[src/rtl/ix_scoreboard_pkg.sv]
// ============================================================================
//  Module      : ix_scoreboard_pkg
//  Description : Shared constants, types and field helpers for the issue-stage
//                register scoreboard.
//  Revision    : 1.0 - initial release
// ============================================================================
`default_nettype none

// k-th register-index field of a packed vector of 5-bit indices
`define IX_FIELD(vec, k) vec[(k)*REG_IDX_W +: REG_IDX_W]

package ix_scoreboard_pkg;

    localparam int NREG_DEFAULT = 32;
    localparam int REG_IDX_W    = 5;

    typedef logic [REG_IDX_W-1:0] reg_idx_t;

    // Width needed to hold a count in the range 0..n
    function automatic int count_width(input int n);
        return (n < 1) ? 1 : $clog2(n + 1);
    endfunction

endpackage

`default_nettype wire

[src/rtl/ix_sb_popcnt.sv]
// ============================================================================
//  Module      : ix_sb_popcnt
//  Description : Counts how many writeback ports retire a write to one
//                specific architectural register this cycle.
//  Revision    : 1.0 - initial release
// ============================================================================
`default_nettype none

module ix_sb_popcnt
    import ix_scoreboard_pkg::*;
#(
    parameter int NWB    = 2,
    parameter int REG_ID = 1,
    parameter int OUT_W  = 2
) (
    input  logic [NWB-1:0]           wb_valid,
    input  logic [NWB*REG_IDX_W-1:0] wb_dst,
    output logic [OUT_W-1:0]         match_cnt
);

    localparam reg_idx_t c_reg_id = REG_IDX_W'(REG_ID);

    always_comb begin
        match_cnt = '0;
        for (int k = 0; k < NWB; k++) begin
            if (wb_valid[k] && (`IX_FIELD(wb_dst, k) == c_reg_id)) begin
                match_cnt = match_cnt + OUT_W'(1);
            end
        end
    end

endmodule

`default_nettype wire

[src/rtl/ix_scoreboard.sv]
// ============================================================================
//  Module      : ix_scoreboard
//  Description : Per-register pending-write counters for the issue stage with
//                source-busy queries, issue back-pressure and idle/barrier flag.
//  Revision    : 1.0 - initial release
// ============================================================================
`default_nettype none

module ix_scoreboard
    import ix_scoreboard_pkg::*;
#(
    parameter int NREG      = NREG_DEFAULT,
    parameter int NRS       = 2,
    parameter int NWB       = 2,
    parameter int CNT_W     = 2,
    parameter int WB_BYPASS = 1
) (
    input  logic                     clk,
    input  logic                     rst,
    input  logic                     iss_valid,
    input  logic                     iss_wb_en,
    input  logic [REG_IDX_W-1:0]     iss_rd,
    output logic                     iss_block,
    input  logic [NWB-1:0]           wb_valid,
    input  logic [NWB*REG_IDX_W-1:0] wb_dst,
    input  logic [NRS*REG_IDX_W-1:0] rs_idx,
    output logic [NRS-1:0]           rs_busy,
    output logic                     sb_idle,
    output logic                     sb_err
);

    localparam int               c_dec_w   = count_width(NWB);
    localparam int               c_sum_w   = CNT_W + c_dec_w;
    localparam logic [CNT_W-1:0] c_cnt_max = '1;

    logic [CNT_W-1:0]   r_cnt    [NREG];
    logic [CNT_W-1:0]   w_next   [NREG];
    logic [c_dec_w-1:0] w_dec    [NREG];
    logic [NREG-1:0]    w_uflow;
    logic [CNT_W-1:0]   w_iss_cnt;
    logic               w_iss_block;
    logic               w_next_zero;
    logic               r_idle;
    logic               r_err;

    // Saturation check uses the current count only; crediting same-cycle
    // retires here would close a combinational path from wb into issue.
    always_comb begin
        w_iss_cnt = '0;
        for (int r = 0; r < NREG; r++) begin
            if (iss_rd == REG_IDX_W'(r)) begin
                w_iss_cnt = r_cnt[r];
            end
        end
    end

    assign w_iss_block = iss_valid && iss_wb_en && (iss_rd != '0) &&
                         (w_iss_cnt == c_cnt_max);
    assign iss_block   = w_iss_block;

    // x0 is never tracked
    assign w_dec[0]   = '0;
    assign w_next[0]  = '0;
    assign w_uflow[0] = 1'b0;

    generate
        for (genvar gi = 1; gi < NREG; gi++) begin : g_reg
            logic               w_inc;
            logic [c_sum_w-1:0] w_avail;

            ix_sb_popcnt #(
                .NWB    (NWB),
                .REG_ID (gi),
                .OUT_W  (c_dec_w)
            ) u_popcnt (
                .wb_valid  (wb_valid),
                .wb_dst    (wb_dst),
                .match_cnt (w_dec[gi])
            );

            assign w_inc       = iss_valid && iss_wb_en && !w_iss_block &&
                                 (iss_rd == REG_IDX_W'(gi));
            assign w_avail     = c_sum_w'(r_cnt[gi]) + c_sum_w'(w_inc);
            assign w_uflow[gi] = c_sum_w'(w_dec[gi]) > w_avail;
            assign w_next[gi]  = w_uflow[gi] ? '0
                                 : CNT_W'(w_avail - c_sum_w'(w_dec[gi]));
        end
    endgenerate

    generate
        for (genvar gk = 0; gk < NRS; gk++) begin : g_rs
            logic [REG_IDX_W-1:0] w_q_idx;
            logic [CNT_W-1:0]     w_q_cnt;
            logic [c_dec_w-1:0]   w_q_dec;
            logic                 w_q_retiring;

            assign w_q_idx = `IX_FIELD(rs_idx, gk);

            always_comb begin
                w_q_cnt = '0;
                w_q_dec = '0;
                for (int r = 0; r < NREG; r++) begin
                    if (w_q_idx == REG_IDX_W'(r)) begin
                        w_q_cnt = r_cnt[r];
                        w_q_dec = w_dec[r];
                    end
                end
            end

            // Last pending write retiring now: data is forwarded from the wb bus
            assign w_q_retiring = (WB_BYPASS != 0) &&
                                  (c_sum_w'(w_q_dec) >= c_sum_w'(w_q_cnt));
            assign rs_busy[gk]  = (w_q_idx != '0) && (w_q_cnt != '0) &&
                                  !w_q_retiring;
        end
    endgenerate

    always_comb begin
        w_next_zero = 1'b1;
        for (int r = 0; r < NREG; r++) begin
            if (w_next[r] != '0) begin
                w_next_zero = 1'b0;
            end
        end
    end

    always_ff @(posedge clk) begin
        if (rst) begin
            for (int r = 0; r < NREG; r++) begin
                r_cnt[r] <= '0;
            end
            r_idle <= 1'b1;
            r_err  <= 1'b0;
        end else begin
            for (int r = 0; r < NREG; r++) begin
                r_cnt[r] <= w_next[r];
            end
            r_idle <= w_next_zero;
            r_err  <= r_err || (|w_uflow) || w_iss_block;
        end
    end

    assign sb_idle = r_idle;
    assign sb_err  = r_err;

endmodule

`default_nettype wire

[config.mk]
export PLATFORM = sky130hd
export DESIGN_NAME = ix_scoreboard
export DESIGN_NICKNAME = d
export VERILOG_FILES = /design/src/rtl/ix_scoreboard_pkg.sv /design/src/rtl/ix_sb_popcnt.sv /design/src/rtl/ix_scoreboard.sv
export SDC_FILE = /design/constraint.sdc
export NUM_CORES = 1
export LEC_CHECK = 0
export CAP_MARGIN = 10
export CORE_MARGIN = 10
export CORE_UTILIZATION = 25
export DETAILED_ROUTE_END_ITERATION = 8
export PLACE_DENSITY = 0.44
export SYNTH_ARGS = -nofsm -noshare
export SYNTH_HDL_FRONTEND = slang
export SYNTH_HIERARCHICAL = 1
export SYNTH_SLANG_ARGS = --single-unit
[constraint.sdc]
create_clock -name clk -period 5.6 [get_ports clk]
set_input_delay 1.12 -clock clk [delete_from_list [all_inputs] [get_ports clk]]
set_output_delay 1.12 -clock clk [all_outputs]
set_load 0.05 [all_outputs]
==> impl_metrics.csv <==
group,metric,value,unit
outcome,outcome,"completed",
critical_path,cp_common_cell,"o211ai_1",
critical_path,cp_max_fo,9,
critical_path,cp.depth,12,
synthesis,synth_cell_types,82,
timing,worst_pin_slew,0.731,ns
route,num_vias,13648,
synthesis,synth_edf_count,0,
synthesis,ys_async_sr_fraction,0,%
clocking,clk_pin_slew,0.06,ns
timing,timing.fmax,179,MHz
synthesis,ys_ff_latch,64,
finish,diodes,0,
clocking,numCtsBuffers,9,
finish,fin_util,34.6,%
route,wl_per_cell,23.4,microns
floorplan,ios,36,
timing,period_minus_slack,5.58,ns
timing,timing.final.hold_violations,0,
finish,nNetsFinal,2113,
route,route.detailed.drc,0,
floorplan,coreArea,46400,sq um
critical_path,critical_path.max_stage_delay,0.64,ns
critical_path,cpLargestDelayFamily,"compound AO/OA/AOI/OAI gates",
global_routing,overflow,0,
timing,rsz0062_at_grt,"yes",
min_path,hold_depth,3,
clocking,htree_levels,3,
timing,tns,0,ns
power_and_ir_drop,irDropWorstVdd,0.0970,mV
synthesis,syn_inst,1556,
floorplan,die_area,55800,sq um
power_and_ir_drop,powerDensity,115,nW/um^2
min_path,min_path_type,"reg2reg",
clocking,ctsLongestPathBuffers,2,
route,first_iter_violations,1268,
route,first_pass_iters,5,
synthesis,synth.avg_cell_area,7.51,sq um
clocking,root_buffer,"clkbuf_16",
synthesis,netlist_area,11700,sq um
synthesis,synthesis.nets,1777,
global_routing,grt_use_total,20.0,%
synthesis,seq_area_frac_synth,11.0,%
clocking,cts_tree,"yes",
power_and_ir_drop,leakagePower,0.00693,uW
finish,nFillCells,4863,
critical_path,cp_slowest_cell,"or3b_2",
global_routing,antenna_found_initial,1,
timing,setup_viol,0,
job,maxCapViolCount,0,
critical_path,critPathBufInv,3,
global_routing,grt_max_degree,54,
place,dp.final_hpwl,47900,microns
route,via_per_inst,5.45,
critical_path,crit_type,"in2out",
clocking,cts.sinks,64,
finish,drive_above_1_share,28.0,%
global_routing,grt_pass1_wl,85500,microns
timing,fin_skew,0.00821,ns
clocking,cts_hold_buf,0,
synthesis,synth_ff_type,"dfxtp_1",
timing,relSlewSlack,51.3,%
finish,area_delta_synth_final,37.3,%
floorplan,start_util,25.2,%
synthesis,yosysWarnings,6,
route,wirelength,58600,microns
floorplan,die_h,236,microns
critical_path,critPathRequiredTime,4.48,ns
global_routing,grt_pass1_vias,13085,
timing,slew_violations,0,
critical_path,end_kind,"primary output",
critical_path,critPathLaunchType,"primary input",
timing,post-route-period-util,99.7,%
floorplan,row_count,79,
route,ant_nets,0,
floorplan,die_w,236,microns
critical_path,cp_cell_sequence,"clkdlybuf4s50_1 -> or3b_2 -> o32ai_1 -> o211ai_1 -> o211ai_1 -> and3_1 -> a211o_1 -> inv_1 -> ha_1 -> a211oi_2 -> o21a_2 -> buf_12",
place,gp_congestion,0.986,
critical_path,arrival,4.46,ns
clocking,clk_latency,0.35,ns
critical_path,rr_worst_depth,17,
place,place.port_buffers,35,
[worst register-to-register path: stages, from the launching register on]
cell and delay, ns:
dfxtp_1 0.40, mux2_2 0.31, a32oi_1 0.20, o21ai_1 0.11, a2111oi_2 0.37, o41ai_1 0.16
o21a_4 0.27, buf_12 0.15, nor3_1 0.17, ha_1 0.19, ha_1 0.22, inv_1 0.06
ha_1 0.23, nor2b_1 0.14, o211ai_1 0.32, or4b_1 0.48, or4_1 0.51, o31a_1 0.28
[cell usage after synthesis, types with 13 or more instances]
cell type	instances	area, sq um
o22ai_1	31	194
o31ai_1	13	97.6
ha_1	190	2380
a211oi_1	18	135
buf_2	24	120
and3_1	16	100
mux2i_1	37	370
buf_1	15	56.3
nor3b_2	30	375
o21ai_0	65	325
nor2_1	114	428
inv_1	143	537
nand4b_1	27	236
nand4bb_1	15	169
a22oi_1	18	135
nand4_1	20	125
nor3_1	94	470
o211ai_1	15	113
nand2b_1	48	300
clkbuf_1	38	143
nor2b_1	22	138
a21oi_1	89	445
nor3_2	17	170
nand3_1	28	140
xnor2_1	18	158
dfxtp_1	64	1280
nand2_1	98	368
[cell usage in the layout, fill, tap and decap left out, types with 10 or more instances in the layout]
master	count
o21ai_0	61
ha_1	188
a22oi_1	15
mux2_2	11
o32ai_1	10
o211ai_1	15
clkbuf_16	10
buf_4	340
nor3_1	87
o22ai_1	30
nand3b_1	11
dfxtp_1	64
nand4b_1	27
buf_6	25
nand4bb_1	15
clkdlybuf4s50_1	10
buf_12	15
nand2_1	98
nor3b_1	11
and3_1	16
nor3b_2	30
xnor2_1	18
a21oi_1	86
nor3_2	23
nand4_1	20
a211oi_1	17
nand2b_1	46
nand3_1	28
nor2b_1	22
o31ai_1	11
nor2_1	114
mux2i_1	37
inv_1	141
[cell type report]
cell class	count	area (sq um)	area share, %
multi-input cells	1263	9720	60.6
repair buffers	411	3420	21.3
flip-flops and latches	64	1280	7.99
well taps	607	759	4.73
inverters	143	537	3.35
clock buffers	11	253	1.58
clock inverters	5	78.8	0.491
[through the flow]
stage	setup WS (ns)	hold slack [ns]	cell area [sq um]	instances	power, uW
global placement	-0.727	0.730	15200	2468	1150
CTS	0.00432	0.774	15800	2495	1830
detailed placement	-0.729	0.751	15200	2468	1160
floorplan	0.242	0.643	11700	1556	813
global route	-0.0273	0.825	16000	2504	1920
finish	0.0189	0.758	16000	2504	1850
[sequential cells by signal (all words and copies together) (netlist names)]
signal and cells:
sb_idle 1, sb_err 1, r_cnt 62
[layer usage]
metal	global-route usage (%)	wire, microns
met5	0	0
met4	6.43	1780
met3	1.57	3490
met2	31.7	25700
met1	28.1	27600
[cell families (layout without fill, tap and decap cells)]
logic type	count (synthesis)	count (layout)	share of synthesized area, %
adders and majority gates	190	190	20.3
and+or+nand+nor	611	611	31.3
muxes	55	55	5.48
AOI/OAI and AO/OA	380	380	21.9
xor gates and xnor gates	27	27	2.02
DFF	64	64	11.0
buffers and inverters	229	570	8.06
[repair_timing]
item / 4_1_cts / 5_1_grt
endpoints found under the setup margin: 4 / 4
pin swaps: 23 / 14
resized for setup: 73 / 55
cloned: 3 / 1
buffers inserted: 8 / 8
[where the power goes]
group / switching (uW) / internal, uW
Clock: 239 / 414
Sequential: 17.7 / 463
Combinational: 401 / 316
[final timing paths]
| check | slack, ns | endpoint | from |
|---|---|---|---|
| worst min register to register | 0.76 | sb_err | sb_err |
| worst max register to register | 0.93 | sb_err | r_cnt[1][2] |
| worst max-delay path | 0.02 | rs_busy[1] | rs_idx[8] |
| worst min-delay path | 0.76 | sb_err | sb_err |
Note: power is estimated with default switching activity, not from simulation.
==> edit (same flow settings) <==
`NWB` is set to 2 in 2 places; all go to 1.
--- a/src/rtl/ix_sb_popcnt.sv
+++ b/src/rtl/ix_sb_popcnt.sv
@@ -9,7 +9,7 @@
 module ix_sb_popcnt
     import ix_scoreboard_pkg::*;
 #(
-    parameter int NWB    = 2,
+    parameter int NWB    = 1,
     parameter int REG_ID = 1,
     parameter int OUT_W  = 2
 ) (
--- a/src/rtl/ix_scoreboard.sv
+++ b/src/rtl/ix_scoreboard.sv
@@ -11,7 +11,7 @@
 #(
     parameter int NREG      = NREG_DEFAULT,
     parameter int NRS       = 2,
-    parameter int NWB       = 2,
+    parameter int NWB       = 1,
     parameter int CNT_W     = 2,
     parameter int WB_BYPASS = 1
 ) (
Interface: changed (resized wb_dst and wb_valid); port bits go from 36 to 30. No check against the original RTL was run, so the function may have changed too.
==> edit against the unedited design <==
  * First-iteration DRC count down 30%
  * Synthesized area fell by 21%
  * Sequential cell count stayed put
  * Worst setup slack better by 120 ps
  * Core utilization decreased by 3.1 points
  * Register-to-register slack gained 380 ps
  * Highest routed layer unchanged
  * Wire length fell by 32%
  * Worst hold slack gained 90 ps
  * Total power is 9.9% lower
  * Cell area decreased by 28%
  * Largest cell class unchanged
==> edit: results (changes against the unedited design) <==
worst-path fanout max: 31 (was 9)
total global-route track usage: 17.62% (was 20.05%)
GRT met3 Usage: 2.238% (was 1.569%)
largest cells by area after synthesis: ha_1 (21%), dfxtp_1 (14%), nor3_1 (5.7%) (was ha_1 (20%), dfxtp_1 (11%), inv_1 (4.6%))
R2R depth: 15 (was 17)
pin count of the biggest net entering global routing: 64 (was 54)
number of global-route vias before repair: 9400 (was 13090)
initial antenna violation count: 0 (was 1)
Min-Delay Endpoint: r_cnt[1][23] (was sb_err)
Cells after Synth: 1184 (was 1556)
Seq/Total Area, Yosys: 13.83% (was 10.96%)
nets: 1510 (was 2113)
Inserted Diodes: 0 (unchanged)
Top FF cell, synth: dfxtp_1 (unchanged)
via/cell ratio: 5.400 (was 5.450)
Reg2Reg Setup Slack: 1310 ps (was 930 ps)
Synthesis Warnings: 6 (unchanged)
Worst-Margin Slew: 792.3 ps (was 730.9 ps)
DP HPWL: 31960 um (was 47850 um)
DR pass1 iterations: 8 (was 5)
WL/cell: 22.16 um (was 23.38 um)
worst vdd ir: 0.09737 mV (was 0.09698 mV)
final RePlAce weighted congestion: 0.9484 (was 0.9862)
via count: 9725 (was 13650)
Leak: 4.617 nW (was 6.934 nW)
clock buffer depth: 2 (unchanged)
IO Port Bufs: 29 (was 35)
ratio of cells with drive above 1 in the final layout: 19.28% (was 27.99%)
reg2reg start: r_cnt[0][10] (was r_cnt[1][2])
status: complete, no violations (unchanged)
Hold Path Origin: r_cnt[1][23] (was sb_err)
routing usage on met2: 28.36% (was 31.71%)
DRT iter0 DRCs: 892 (was 1268)
number of flip-flops in the largest register: 62 (unchanged)
Clock Root Buffer: clkbuf_16 (unchanged)
switch share: 34.46% (was 35.51%)
most frequent cells after synthesis: ha_1 (157), inv_1 (135), nor3_1 (105), a21oi_1 (89), dfxtp_1 (64) (was ha_1 (190), inv_1 (143), nor2_1 (114), nand2_1 (98), nor3_1 (94))
instance area at placement: 11120 um2 (was 15210 um2)
Hold Path Cell Cnt: 4 (was 3)
GRT met1 Usage: 23.77% (was 28.12%)
Final Skew: 7.899 ps (was 8.214 ps)
global-route wire length before repair: 60240 um (was 85480 um)
Worst-path clk slew: 60 ps (about the same)
Cell variety after synth: 81 (was 82)
HP Class: flop to flop (unchanged)
Syn Nets: 1366 (was 1777)
dpl cells: 1785 (was 2468)
[edit: critical path: stages]
cell and delay (ps):
clkdlybuf4s50_1 450, buf_12 180, nor4bb_1 130, and3_1 220, mux2_2 280, a221oi_1 320, o32ai_1 140, a21oi_1 270
a21o_1 140, nand3_1 110, a31oi_1 220, ha_1 250, nand3b_1 150, nand4_1 180, buf_12 170
[edit: layout make-up]
| cell class | count | area [um2] |
|---|---|---|
| clock inverter | 5 | 78.83 |
| timing repair buffer | 196 | 1643 |
| inverter | 135 | 506.7 |
| sequential | 64 | 1281 |
| clock buffer | 11 | 252.7 |
| fill | 3912 | 25060 |
| multi-input combinational | 922 | 7206 |
| tap | 468 | 585.6 |
[edit: power by group through the flow]
stage | Combinational [mW] | Clock (mW) | Sequential, mW
after floorplan | 0.256 | 0 | 0.490
after global placement | 0.500 | 0 | 0.495
after detailed placement | 0.499 | 0 | 0.495
after CTS | 0.506 | 0.678 | 0.484
after global routing | 0.553 | 0.691 | 0.485
final | 0.518 | 0.665 | 0.485
[edit: worst max path at each step]
stage | from | to | slack [ps]
floorplan | iss_rd[3] | sb_idle | 970
global placement | iss_rd[2] | sb_idle | -820
detailed placement | iss_rd[2] | sb_idle | -820
CTS | iss_rd[2] | sb_idle | 20
global route | wb_valid | rs_busy[1] | 20
finish | wb_valid | rs_busy[1] | 140
[edit: per-stage QoR]
step                TNS (ps)  utilization, %  hold slack [ps]  setup slack [ps]
finish                     0           31.56            847.9             143.6
global route               0           31.56            884.3             18.61
CTS                        0           31.36            851.8             23.46
detailed placement     -1301           30.38            841.7            -822.7
global placement       -1281           30.38            834.1            -821.2
floorplan                  0               -            718.0             969.6
[edit: cells by family (layout without fill, tap and decap cells)]
| family | after synthesis | after routing | synth area share, % |
|---|---|---|---|
| muxes | 40 | 40 | 5.132 |
| and+or+nand+nor | 421 | 421 | 27.90 |
| DFF | 64 | 64 | 13.83 |
| buffers and inverters | 198 | 347 | 9.360 |
| AOI/OAI and AO/OA | 272 | 272 | 19.54 |
| xor gates and xnor gates | 32 | 32 | 3.025 |
| adders and majority gates | 157 | 157 | 21.20 |
[edit: repair_timing]
action,CTS,global route
resized for setup,4,14
pin swaps,1,3
buffers inserted,0,0
hold endpoints to repair,0,0
setup endpoints to repair,2,4
[edit: per-layer routing]
layer	share of wire, %	routed length, um
met1	46	18260
met2	45	17900
met3	6.5	2576
met4	3.0	1182
met5	0	0
